File: src/rtl/mfp_io_debounce_pkg.sv
// Shared constants and per-bit update decode for the board input debouncer.
// Optional edge pulses are built only when MFP_DEBOUNCE_EDGE_EN is defined.
package mfp_io_debounce_pkg;

    localparam int unsigned MFP_N_SW              = 16;
    localparam int unsigned MFP_N_PB              = 5;
    localparam int unsigned MFP_DEBOUNCE_TICK_DIV = 50000;
    localparam int unsigned MFP_DEBOUNCE_STABLE   = 10;

    typedef enum logic [1:0] {
        ACT_CLEAR,
        ACT_HOLD,
        ACT_COUNT,
        ACT_FLIP
    } db_act_e;

    // Agreement always clears progress; counting advances only on a tick.
    function automatic db_act_e db_action(input logic eq, input logic tick, input logic at_last);
        db_act_e act;
        act = ACT_HOLD;
        if (eq)
            act = ACT_CLEAR;
        else if (tick)
            act = at_last ? ACT_FLIP : ACT_COUNT;
        return act;
    endfunction

endpackage

File: src/rtl/mfp_debounce_bit.sv
// One debounced input: 2-flop synchroniser, stability counter, level, edge pulses.
// Edge pulse registers exist only with MFP_DEBOUNCE_EDGE_EN defined.
module mfp_debounce_bit
    import mfp_io_debounce_pkg::*;
#(
    parameter int unsigned STABLE_TICKS = MFP_DEBOUNCE_STABLE
) (
    input  logic HCLK,
    input  logic HRESETn,
    input  logic i_tick,
    input  logic i_raw,
    output logic o_db,
    output logic o_rise,
    output logic o_fall
);

    localparam int unsigned CW = $clog2(STABLE_TICKS + 1);

    logic          r_sync1;
    logic          r_sync2;
    logic          r_db;
    logic [CW-1:0] r_cnt;
    db_act_e       w_act;

    assign w_act = db_action(r_sync2 == r_db, i_tick, r_cnt == CW'(STABLE_TICKS - 1));

    always_ff @(posedge HCLK or negedge HRESETn) begin
        if (!HRESETn) begin
            r_sync1 <= 1'b0;
            r_sync2 <= 1'b0;
        end else begin
            r_sync1 <= i_raw;
            r_sync2 <= r_sync1;
        end
    end

    always_ff @(posedge HCLK or negedge HRESETn) begin
        if (!HRESETn) begin
            r_cnt <= '0;
            r_db  <= 1'b0;
        end else begin
            unique case (w_act)
                ACT_CLEAR: r_cnt <= '0;
                ACT_HOLD:  r_cnt <= r_cnt;
                ACT_COUNT: r_cnt <= r_cnt + CW'(1);
                ACT_FLIP: begin
                    r_cnt <= '0;
                    r_db  <= r_sync2;
                end
                default:   r_cnt <= '0;
            endcase
        end
    end

    assign o_db = r_db;

`ifdef MFP_DEBOUNCE_EDGE_EN
    logic r_rise;
    logic r_fall;

    // Registered alongside r_db so each pulse coincides with the new level.
    always_ff @(posedge HCLK or negedge HRESETn) begin
        if (!HRESETn) begin
            r_rise <= 1'b0;
            r_fall <= 1'b0;
        end else begin
            r_rise <= (w_act == ACT_FLIP) &&  r_sync2;
            r_fall <= (w_act == ACT_FLIP) && !r_sync2;
        end
    end

    assign o_rise = r_rise;
    assign o_fall = r_fall;
`else
    assign o_rise = 1'b0;
    assign o_fall = 1'b0;
`endif

endmodule

File: src/rtl/mfp_io_debounce.sv
// Debouncer for board switches/pushbuttons: shared sample prescaler feeding N bit debouncers.
// Edge pulse outputs are live only with MFP_DEBOUNCE_EDGE_EN defined, otherwise tied 0.
module mfp_io_debounce
    import mfp_io_debounce_pkg::*;
#(
    parameter int unsigned N            = MFP_N_SW + MFP_N_PB,
    parameter int unsigned TICK_DIV     = MFP_DEBOUNCE_TICK_DIV,
    parameter int unsigned STABLE_TICKS = MFP_DEBOUNCE_STABLE
) (
    input  logic         HCLK,
    input  logic         HRESETn,
    input  logic [N-1:0] raw_in,
    output logic [N-1:0] db_out,
    output logic [N-1:0] rise_pulse,
    output logic [N-1:0] fall_pulse,
    output logic         tick
);

    localparam int unsigned DW = $clog2(TICK_DIV);

    logic [DW-1:0] r_div;
    logic          r_tick;

    // Tick is decoded one count early so the registered strobe lines up with div==TICK_DIV-1.
    always_ff @(posedge HCLK or negedge HRESETn) begin
        if (!HRESETn) begin
            r_div  <= '0;
            r_tick <= 1'b0;
        end else begin
            r_div  <= (r_div == DW'(TICK_DIV - 1)) ? '0 : r_div + DW'(1);
            r_tick <= (r_div == DW'(TICK_DIV - 2));
        end
    end

    assign tick = r_tick;

    for (genvar g = 0; g < N; g++) begin : g_bit
        mfp_debounce_bit #(
            .STABLE_TICKS (STABLE_TICKS)
        ) u_bit (
            .HCLK    (HCLK),
            .HRESETn (HRESETn),
            .i_tick  (r_tick),
            .i_raw   (raw_in[g]),
            .o_db    (db_out[g]),
            .o_rise  (rise_pulse[g]),
            .o_fall  (fall_pulse[g])
        );
    end

endmodule

File: config.mk
export PLATFORM = sky130hd
export DESIGN_NAME = mfp_io_debounce
export DESIGN_NICKNAME = d
export VERILOG_FILES = /design/src/rtl/mfp_io_debounce_pkg.sv /design/src/rtl/mfp_debounce_bit.sv /design/src/rtl/mfp_io_debounce.sv
export SDC_FILE = /design/constraint.sdc
export NUM_CORES = 1
export LEC_CHECK = 0
export ABC_CLOCK_PERIOD_IN_PS = 2000
export BUFFER_PORTS_ARGS = -buffer_cell sky130_fd_sc_hd__buf_4
export CAP_MARGIN = 15
export CORE_MARGIN = 2
export CORE_UTILIZATION = 32
export CTS_BUF_LIST = sky130_fd_sc_hd__clkbuf_4
export DETAILED_ROUTE_END_ITERATION = 16
export PLACE_DENSITY = 0.55
export SYNTH_ARGS = -nofsm -noshare
export SYNTH_HDL_FRONTEND = slang
export SYNTH_SLANG_ARGS = --single-unit
File: constraint.sdc
create_clock -name HCLK -period 2 [get_ports HCLK]
set_clock_uncertainty 0.1 [all_clocks]
set_input_delay 0.3 -clock HCLK [delete_from_list [all_inputs] [get_ports HCLK]]
set_output_delay 0.3 -clock HCLK [all_outputs]
set_load 0.01 [all_outputs]
==> impl_summary.txt, run 1 <==
----------------------------------------------------
[Logic synthesis]
  Distinct cell type count of the synthesized netlist ... 29
  Number of instances in the synthesized netlist ... ~840
  Post-synthesis area per instance ... 10.2 sq um
  Number of storage elements in the synthesis netlist ... between 150 and 200
  Share of the yosys chip area belonging to registers ... about half
  Cell area after synthesis ... 8500 sq um
  Synth top area cells ... dfrtp_1, ha_1, buf_4, nand2_1, o21ai_0
  Dominant cell type by area after synthesis ... dfrtp_1
  Share of Yosys cell area claimed by the top area cell type ... 48.3%
  Synth warn ... 0

[Route]
  Antenna-violating nets left ... 0
  Vias after detailed routing ... about 5600
  Detail-routed via count per cell ... between 4 and 5
  Number of DRC markers after the initial detailed-route iteration ... about 250
  Number of search-and-repair iterations in the first detailed-routing pass ... 4
  Final wirelength ... 13.6 mm
  Post-DR wirelength/cell ... 10.9 um
  Post-route DRC violation count ... 0

[Cells and area]
  Leading cell types in the layout, fill and taps excluded ... dfrtp_1, nand2_1, ha_1
  Share of cells above drive strength 1 ... between 10% and 20%
  Count of nets after finishing ... a little over 1000
  Finished Cell Area ... a little under 10000 sq um
  Fraction of the core area covered by cells at the end of the flow ... between 30% and 40%
  Commonest non-fill, non-tap cell in the layout ... dfrtp_1
  Area growth from synthesis to layout ... 13.0%

[GRT]
  Total gr overflow ... 0
  Number of antenna violations at the first check in global routing ... 1
  Global-route wire length before repair ... 23.4 mm
  Largest net degree at the start of global routing ... just over 40
  Global-route total usage across every layer ... between 10% and 20%
  Number of global-route vias before repair ... between 5000 and 6000

[Die]
  Core Area ... approximately 26000 sq um
  Y dimension of the die ... 167 um
  # rows ... 59
  Effective utilization at floorplan ... about a third
  Chip Width ... ~170 um
  Number of top-level pins ... 87
  Area enclosed by the die boundary ... between 20000 and 30000 sq um

[Clock network]
  CTS tree ... built
  Clock network latency to the later pin of the worst-skew pair ... 0.55 ns
  Root buffer cell ... clkbuf_4
  Number of clock sinks ... 164
  Max clock buf depth ... 2
  Clock buffers created by TritonCTS ... 17
  Number of levels in the clock H-tree ... 4
  CTS clk-pin slew, worst paths ... 0.15 ns

[Place]
  Post-place instance area ... roughly 9000 sq um
  Count of port buffers added during placement ... between 40 and 50
  HPWL after DPL ... around 9 mm
  Placer congestion estimate ... around 0.75
  Worst slack at placement ... ~0.06 ns

[Worst setup path]
  Data required, critical path ... ~2.4 ns
  Start point of the critical path ... g_bit[6].u_bit.r_cnt[0]
  Capturing point of the worst reg2reg path ... g_bit[6].u_bit.r_cnt[3]
  Source of the worst register-to-register timing path ... g_bit[6].u_bit.r_cnt[0]
  Worst r2r path cells ... 8
  Crit path capture type ... flip-flop
  Biggest fanout along the worst timing path ... 5
  Kind of launch point of the worst setup path ... flip-flop
  Minimum setup slack among reg-to-reg paths ... around 0.11 ns
  Critical Setup Path Class ... flip-flop to flip-flop
  Signal arrival time at the worst endpoint ... between 2 and 2.5 ns
  Critical Path Sink ... g_bit[6].u_bit.r_cnt[3]

[Status]
  Result of the run ... complete, no violations

[STA]
  Sum of negative setup slack ... 0 ns
  Final setup violation count ... 0
  Time the worst path needs with I/O delays and setup ... 1.89 ns
  Worst setup slack after layout ... ~0.11 ns
  Final worst-path cycle share ... 94.6%
  Final-report max-slew violation count ... 0
  Final Hold Fails ... 0
  Achievable clock frequency ... roughly 530 MHz

[Power]
  Worst IR drop on VDD ... 0.000380 V
  Total power of the final layout ... ~6700 uW
  Power per cell area ... ~700 nW/um^2
  Leakage power ... approximately 0.0047 uW

[Flow run]
  Max-cap viol count ... 0

[Worst hold path]
  Min-delay worst type ... primary input to asynchronous set/reset pin

----------------------------------------------------
[metal layers]
layer	wire length [um]	GRT usage (%)
met1	6570	12.8
met2	6430	16.6
met3	397	2.71
met4	163	3.90
met5	0	0
[critical path: stages (launching register included)]
cell     delay [ns]
dfrtp_1        0.46
ha_1           0.21
nand2_1        0.05
o21ai_0        0.06
and2_1         0.18
ha_1           0.36
nor2_2         0.16
nand4_1        0.10
o21ai_0        0.15
[sequential cells by signal, indices dropped and copies added, names as in the netlist]
signal / count
r_div: 16
g_bit.u_bit.r_cnt: 84
g_bit.u_bit.o_db: 21
g_bit.u_bit.r_sync1: 21
g_bit.u_bit.r_sync2: 21
tick: 1
[power breakdown]
part           internal (uW)  switching (uW)  leakage, uW
clock                    622            1240     0.000134
combinational            425             454      0.00243
sequential              3640             336      0.00212
[through the flow]
step	cells	hold WS, ns
floorplan	878	-0.0956
global placement	1180	0.125
detailed placement	1180	0.125
CTS	1234	0.0315
global route	1248	0.0448
finish	1248	0.0868
[how the worst min path moves through the flow]
stage	to	cells after the start	from
floorplan	g_bit[0].u_bit.o_db	0	HRESETn
CTS	g_bit[0].u_bit.r_cnt[2]	2	HRESETn
finish	g_bit[14].u_bit.r_sync1	2	HRESETn
global placement	g_bit[14].u_bit.r_sync1	1	HRESETn
global route	g_bit[14].u_bit.r_cnt[0]	2	HRESETn
detailed placement	g_bit[14].u_bit.r_sync1	1	HRESETn
[Yosys cell counts]
cell type  count
nand3_1       23
mux2_2        26
inv_1         55
clkbuf_1      20
xor2_1        27
and2_1        21
nand3_2        1
and4b_1        1
a31oi_1        7
and3_1         1
o31ai_1       22
nand4_1        8
nor4_1         2
conb_1         1
xnor2_1        5
ha_1          86
dfrtp_1      164
or2_1          1
mux2i_1        7
nand2_1      104
nor3_1        45
nor4b_1        2
clkbuf_2       1
a21oi_1       26
nor2_1        27
buf_4         63
or4_1          1
a21o_1        16
o21ai_0       74
[kinds of logic after synthesis]
group	count (synthesis)	synth area share (%)
AOI/OAI and AO/OA	145	9.76
muxes	33	4.27
xor gates and xnor gates	32	3.30
adders and majority gates	86	12.7
DFF	164	48.3
and+or+nand+nor	237	12.7
buffers and inverters	139	8.94
other	1	0.0441
[layout make-up]
type                       instances  area [sq um]
tap                              335           419
clock buffer                      17           128
timing repair buffer              86           767
inverter                          55           206
clock inverter                    15           131
fill                            2615         16500
antenna                            1          2.50
multi-input combinational        575          3840
sequential                       164          4110
[timing repair]
| action | CTS | global route |
|---|---|---|
| buffers inserted | 0 | 13 |
| resized for setup | 0 | 17 |
| hold buffers | 22 | 0 |
| endpoints found under the setup margin | 0 | 19 |
| endpoints found under the hold margin | 185 | 0 |
Power figures use the tool's default switching activity.
==> run 2, diff against run 1 <==
--- a/config.mk
+++ b/config.mk
@@ -8,6 +8,7 @@
 export ABC_CLOCK_PERIOD_IN_PS = 2000
 export BUFFER_PORTS_ARGS = -buffer_cell sky130_fd_sc_hd__buf_4
 export CAP_MARGIN = 15
+export CORE_ASPECT_RATIO = 1.2
 export CORE_MARGIN = 2
 export CORE_UTILIZATION = 32
 export CTS_BUF_LIST = sky130_fd_sc_hd__clkbuf_4
==> constraint.sdc (replaced) <==
create_clock -name HCLK -period 2 [get_ports HCLK]
set_clock_uncertainty 0.1 [all_clocks]
set_input_delay 0.1 -clock HCLK [delete_from_list [all_inputs] [get_ports HCLK]]
set_output_delay 0.1 -clock HCLK [all_outputs]
set_load 0.01 [all_outputs]
==> impl_summary.txt, run 2 (synthesized netlist as in run 1, its figures left out) <==
----------------------------------------------------
[Route]
  Post-route DRC violation count ... 0 (unchanged)
  Number of search-and-repair iterations in the first detailed-routing pass ... 4 (unchanged)
  Final wirelength ... 13.4 mm (-0.80%)
  Number of DRC markers after the initial detailed-route iteration ... 133 (-47%)
  Vias after detailed routing ... 5608 (+0.61%)
  Antenna-violating nets left ... 0 (unchanged)
  Detail-routed via count per cell ... 4.49 (+0.61%)
  Post-DR wirelength/cell ... 10.8 um (-0.80%)

[Cells and area]
  Count of nets after finishing ... 1007 (-0.099%)
  Commonest non-fill, non-tap cell in the layout ... dfrtp_1
  Max reg flops ... 84 (unchanged)
  Fraction of the core area covered by cells at the end of the flow ... 36.9% (about the same)
  Share of cells above drive strength 1 ... 15.1% (+0.35 points)
  Leading cell types in the layout, fill and taps excluded ... dfrtp_1, nand2_1, ha_1
  Area growth from synthesis to layout ... 13.6%
  Top register by number of flip-flops ... g_bit.u_bit.r_cnt
  Finished Cell Area ... 9660 sq um (+0.57%)
  Final instance count without filler cells ... 1248 (unchanged)

[Place]
  Placer congestion estimate ... 0.760 (+1.3%)
  Placed cell count ... 1181 (+0.085%)
  HPWL after DPL ... 8.99 mm (-2.1%)
  Post-place instance area ... 8960 sq um (about the same)
  Worst slack at placement ... 0.0674 ns (+0.00745 ns)
  Count of port buffers added during placement ... 44 (unchanged)

[GRT]
  Largest net degree at the start of global routing ... 46 (+12%)
  Total gr overflow ... 0 (unchanged)
  Global-route total usage across every layer ... 10.3% (+0.16 points)
  Global-route wire length before repair ... 24.0 mm (+2.5%)
  Number of antenna violations at the first check in global routing ... 2 (+1)
  Number of global-route vias before repair ... 5358 (+3.6%)

[Clock network]
  CTS tree ... built
  CTS clk-pin slew, worst paths ... 0.14 ns (about the same)
  Number of clock sinks ... 164 (unchanged)
  Clock network latency to the later pin of the worst-skew pair ... 0.55 ns (about the same)
  Max clock buf depth ... 2 (unchanged)
  Clock buffers created by TritonCTS ... 17 (unchanged)
  Number of levels in the clock H-tree ... 4 (unchanged)
  Root buffer cell ... clkbuf_4

[Power]
  Worst IR drop on VDD ... 0.000393 V (+3.5%)
  Switching share of power ... 28.3% (-1.9 points)
  Proportion of power drawn by flip-flops and latches ... 57.9% (-1.3 points)
  Clock group share of total power ... 29.6% (+1.9 points)
  Internal power summed over all cells ... 4940 uW (+5.3%)
  Switching pwr ... 1950 uW (-3.8%)
  Leakage power ... 0.00470 uW (+0.39%)
  Power share of the combinational group ... 12.5% (-0.6 points)
  Power per cell area ... 713 nW/um^2 (+2.0%)

[Status]
  Result of the run ... complete, no violations

[Die]
  Chip Width ... 153 um (-8.5%)
  Core Area ... 26200 sq um (+0.49%)
  # rows ... 65 (+10%)
  Number of top-level pins ... 87 (unchanged)
  Effective utilization at floorplan ... 32.5% (-0.16 points)
  Y dimension of the die ... 183 um (+9.3%)
  Area enclosed by the die boundary ... 27900 sq um (about the same)

[Worst hold path]
  Hold path depth ... 2
  Min-delay worst type ... primary input to flip-flop

[Worst setup path]
  Capturing point of the worst reg2reg path ... g_bit[4].u_bit.r_cnt[3]
  Critical Path Sink ... g_bit[4].u_bit.r_cnt[3]
  Crit path capture type ... flip-flop
  Data required, critical path ... 2.38 ns (about the same)
  Max stage delay on crit path ... 0.45 ns (about the same)
  Critical Setup Path Class ... flip-flop to flip-flop
  Worst r2r path cells ... 8 (unchanged)
  Start point of the critical path ... g_bit[4].u_bit.r_cnt[0]
  Source of the worst register-to-register timing path ... g_bit[4].u_bit.r_cnt[0]
  Biggest fanout along the worst timing path ... 5 (unchanged)
  Minimum setup slack among reg-to-reg paths ... 0.13 ns (+0.02 ns)
  Chain of cells forming the critical path ... ha_1 -> nand2_1 -> o21ai_0 -> and2_1 -> ha_1 -> nor2_2 -> nand4_1 -> o21ai_0
  Library cell contributing the largest single delay on the critical path ... dfrtp_1
  Kind of launch point of the worst setup path ... flip-flop
  Signal arrival time at the worst endpoint ... 2.25 ns (-0.03 ns)

[STA]
  Achievable clock frequency ... 534 MHz (+1.0%)
  Final setup violation count ... 0 (unchanged)
  Time the worst path needs with I/O delays and setup ... 1.87 ns (-0.0195 ns)
  Final worst-path cycle share ... 93.6% (-0.98 points)
  Final-report max-slew violation count ... 0 (unchanged)
  Sum of negative setup slack ... 0 ns (unchanged)
  Worst setup slack after layout ... 0.127 ns (+0.0195 ns)
  Final Hold Fails ... 0 (unchanged)

[Flow run]
  Max-cap viol count ... 0 (unchanged)

----------------------------------------------------
-- run 2: cell types whose count changed in the layout (fill, tap and decap cells not counted), moves of 2 or more --
cell	delta
buf_4	-2
bufinv_16	+2
dfrtp_2	+3
and2_1	-2
o21ai_1	-2
clkinv_4	-3
dfrtp_1	-3
o21ai_0	+2
and2_4	+2
-- run 2: what timing repair did --
item	in CTS	in global routing
setup endpoints to repair	0	19
buffers inserted	0	9
resized for setup	0	21
endpoints found under the hold margin	185	0
hold buffers	24	0
-- run 2: layer usage --
metal	vias up	track usage, %	wire, um
li1	2862	-	-
met4	0	3.67	213
met5	-	0	0
met3	15	2.59	405
met2	68	17.7	6550
met1	2663	12.6	6280
-- run 2: final cells by class --
type | instances | area, sq um
Antenna cell | 2 | 5.00
Clock buffer | 18 | 135
Clock inverter | 14 | 160
Fill cell | 2658 | 16500
Inverter | 55 | 206
Multi-Input combinational cell | 575 | 3850
Sequential cell | 164 | 4110
Tap cell | 335 | 419
Timing Repair Buffer | 85 | 769
-- run 2: worst min path at each step --
stage                         start                       end  slack, ns
after floorplan             HRESETn       g_bit[0].u_bit.o_db      -0.30
after global routing      raw_in[5]    g_bit[5].u_bit.r_sync1      0.005
after CTS                 raw_in[5]    g_bit[5].u_bit.r_sync1      0.003
after global placement      HRESETn  g_bit[12].u_bit.r_cnt[1]      -0.02
final                     raw_in[7]    g_bit[7].u_bit.r_sync1       0.08
after detailed placement    HRESETn  g_bit[12].u_bit.r_cnt[3]      -0.02
-- run 2: critical path: cells and delay by family, from the launching register on --
kind	cells	cell delay, ns
and+or+nand+nor	4	0.50
DFF	1	0.45
AOI/OAI and AO/OA	2	0.20
adders and majority gates	2	0.57
-- run 2: power by group through the flow --
stage                     clock network, uW  logic, uW  registers, uW
after floorplan                           0        628           3970
after CTS                              2190        828           3990
after detailed placement                  0        783           4060
final                                  2040        864           3990
after global placement                    0        757           4050
after global routing                   2300       1030           4060
-- run 2: stage by stage --
| stage | total power [uW] | hold WS [ns] |
|---|---|---|
| final | 6890 | 0.0757 |
| after global routing | 7390 | 0.00531 |
| after CTS | 7010 | 0.00262 |
| after detailed placement | 4840 | -0.0173 |
| after global placement | 4800 | -0.0200 |
| after floorplan | 4600 | -0.296 |
==> run 3, diff against run 2 <==
--- a/config.mk
+++ b/config.mk
@@ -10,10 +10,9 @@
 export CAP_MARGIN = 15
 export CORE_ASPECT_RATIO = 1.2
 export CORE_MARGIN = 2
-export CORE_UTILIZATION = 32
+export CORE_UTILIZATION = 25
 export CTS_BUF_LIST = sky130_fd_sc_hd__clkbuf_4
 export DETAILED_ROUTE_END_ITERATION = 16
-export PLACE_DENSITY = 0.55
 export SYNTH_ARGS = -nofsm -noshare
 export SYNTH_HDL_FRONTEND = slang
 export SYNTH_SLANG_ARGS = --single-unit
==> impl_summary.txt, run 3 (synthesized netlist as in run 1, its figures left out) <==
----------------------------------------------------
[Status]
  Result of the run ... complete, no violations

[STA]
  Achievable clock frequency ... 538 MHz (+0.84%)
  Final-report max-slew violation count ... 0 (unchanged)
  Slew of the pin with the lowest slew margin ... 0.565 ns
  Hold slack ... 0.252 ns (+0.177 ns)
  Final Hold Fails ... 0 (unchanged)
  Worst slew margin ... about 62%
  Time the worst path needs with I/O delays and setup ... 1.86 ns (-0.0156 ns)
  Sum of negative setup slack ... 0 ns (unchanged)
  Final setup violation count ... 0 (unchanged)
  Worst setup slack after layout ... 0.143 ns (+0.0156 ns)
  Final worst-path cycle share ... 92.9% (-0.78 points)

[GRT]
  Number of global-route vias before repair ... 5319 (-0.73%)
  Number of antenna violations at the first check in global routing ... 1 (-1)
  Total gr overflow ... 0 (unchanged)
  Global-route total usage across every layer ... 8.51% (-1.8 points)
  Global-route wire length before repair ... 24.1 mm (+0.57%)
  Largest net degree at the start of global routing ... 95 (+110%)

[Place]
  Post-place instance area ... 9090 sq um (+1.5%)
  HPWL after DPL ... 9.23 mm (+2.8%)
  Count of port buffers added during placement ... 44 (unchanged)
  Placer congestion estimate ... 0.743 (-2.1%)
  Worst slack at placement ... 0.0694 ns (+0.00202 ns)

[Flow run]
  Max-cap viol count ... 0 (unchanged)

[Clock network]
  CTS clk-pin slew, worst paths ... 0.16 ns (+0.02 ns)
  CTS tree ... built
  Max clock buf depth ... 2 (unchanged)
  Clock buffers created by TritonCTS ... 17 (unchanged)
  Number of levels in the clock H-tree ... 4 (unchanged)
  Root buffer cell ... clkbuf_4
  Clock network latency to the later pin of the worst-skew pair ... 0.61 ns (+0.06 ns)
  Number of clock sinks ... 164 (unchanged)

[Worst setup path]
  Chain of cells forming the critical path ... ha_1 -> nand2_1 -> o21ai_0 -> and2_1 -> ha_1 -> nor2_2 -> nand4_1 -> o21ai_0
  Kind of launch point of the worst setup path ... flip-flop
  Signal arrival time at the worst endpoint ... 2.31 ns (+0.06 ns)
  Biggest fanout along the worst timing path ... 5 (unchanged)
  Minimum setup slack among reg-to-reg paths ... 0.14 ns (+0.02 ns)
  Library cell contributing the largest single delay on the critical path ... dfrtp_1
  Data required, critical path ... 2.45 ns (+0.07 ns)
  Critical Setup Path Class ... flip-flop to flip-flop
  Source of the worst register-to-register timing path ... g_bit[6].u_bit.r_cnt[0]
  Crit path capture type ... flip-flop
  Worst r2r path cells ... 8 (unchanged)
  Capturing point of the worst reg2reg path ... g_bit[6].u_bit.r_cnt[3]
  Max stage delay on crit path ... 0.46 ns (about the same)

[Cells and area]
  Sequential cell area in the final layout ... 4110 sq um (about the same)
  Top register by number of flip-flops ... g_bit.u_bit.r_cnt
  Commonest non-fill, non-tap cell in the layout ... dfrtp_1
  Count of nets after finishing ... 1024 (+1.7%)
  Number of fillers in the final layout ... 3416 (+29%)
  Share of cells above drive strength 1 ... 14.1% (-1.0 points)
  Max reg flops ... 84 (unchanged)
  Area growth from synthesis to layout ... 17.2%
  Area used by multi-input combinational logic ... 3850 sq um (unchanged)
  Leading cell types in the layout, fill and taps excluded ... dfrtp_1, nand2_1, ha_1
  Finished Cell Area ... 9960 sq um (+3.1%)

[Die]
  Chip Width ... 172 um (+13%)
  Core Area ... 33300 sq um (+27%)
  Area enclosed by the die boundary ... 35500 sq um (+27%)
  # rows ... 73 (+12%)
  Number of top-level pins ... 87 (unchanged)
  Effective utilization at floorplan ... 25.5% (-7.0 points)
  Y dimension of the die ... 206 um (+13%)

[Power]
  Worst IR drop on VDD ... 0.000370 V (-5.8%)
  Power per cell area ... 711 nW/um^2 (-0.30%)
  Leakage power ... 0.00476 uW (+1.3%)

[Worst hold path]
  Hold path depth ... 0 (-2)
  Min-delay worst type ... flip-flop to flip-flop
  Endpoint of the worst hold path ... g_bit[16].u_bit.r_sync2
  Worst Hold Launch ... g_bit[16].u_bit.r_sync1

[Route]
  Detail-routed via count per cell ... 4.12 (-8.3%)
  Post-route DRC violation count ... 0 (unchanged)
  Final wirelength ... 14.1 mm (+4.9%)
  Number of DRC markers after the initial detailed-route iteration ... 252 (+89%)
  Antenna-violating nets left ... 0 (unchanged)
  Vias after detailed routing ... 5682 (+1.3%)
  Number of search-and-repair iterations in the first detailed-routing pass ... 4 (unchanged)
  Post-DR wirelength/cell ... 10.2 um (-5.1%)

----------------------------------------------------
run 3: cell types whose count changed in the layout (fill, tap and decap cells not counted), moves of 2 or more:
cell,delta
dfrtp_1,+2
nor3_1,+2
o21ai_1,+3
and2_4,-2
ha_1,-2
o21ai_0,-3
dlygate4sd3_1,+21
inv_8,+2
buf_4,-2
nor3_2,-2
and2_1,+2
dfrtp_2,-2
run 3: worst max-delay path, delay by kind of cell (launching register included):
kind	cells	cell delay, ns
simple gates	4	0.49
fa+ha+maj	2	0.57
compound gates	2	0.20
flops	1	0.46
run 3: repair_timing:
item | CTS | global route
gates resized for setup | 0 | 20
hold buffers | 44 | 0
endpoints found under the setup margin | 0 | 21
buffers inserted | 0 | 6
hold endpoints to repair | 185 | 0
run 3: area by class of cell:
type	count	area share [%]
antenna	1	0.0251
clock buffer	18	1.36
clock inverter	14	1.76
inverter	55	2.07
multi-input combinational	575	38.7
sequential	164	41.2
tap	450	5.65
timing repair buffer	102	9.21
run 3: metrics by stage:
| stage | total power [uW] | cells | utilization [%] |
|---|---|---|---|
| 2_1_floorplan | 4600 | 878 | - |
| 3_3_place_gp | 4790 | 1296 | 27.3 |
| 3_5_place_dp | 4840 | 1296 | 27.3 |
| 4_1_cts | 7230 | 1372 | 29.5 |
| 5_1_grt | 7570 | 1379 | 29.9 |
| 6_report | 7080 | 1379 | 29.9 |
run 3: how the worst max path moves through the flow:
| stage | slack (ns) | from | end | cells after the start |
|---|---|---|---|---|
| finish | 0.14 | g_bit[6].u_bit.r_cnt[0] | g_bit[6].u_bit.r_cnt[3] | 8 |
| global route | -0.02 | g_bit[6].u_bit.r_cnt[1] | g_bit[6].u_bit.r_cnt[2] | 9 |
| CTS | 0.05 | g_bit[14].u_bit.r_cnt[1] | g_bit[14].u_bit.r_cnt[3] | 9 |
| detailed placement | 0.07 | g_bit[14].u_bit.r_cnt[1] | g_bit[14].u_bit.r_cnt[3] | 9 |
| global placement | 0.15 | g_bit[4].u_bit.r_cnt[1] | g_bit[4].u_bit.r_cnt[3] | 9 |
| floorplan | 0.18 | tick | g_bit[14].u_bit.r_cnt[3] | 7 |
run 3: report_power, final:
group          switching, uW  internal [uW]  total (uW)
Combinational            454            436         890
Clock                   1310            899        2210
Sequential               342           3640        3980
run 3: layer usage:
layer,up-vias,GRT usage (%),wire length [um]
met5,-,0,0
met4,0,3.90,299
met3,14,2.43,496
met2,88,14.7,7000
met1,2696,9.69,6310
li1,2884,-,-
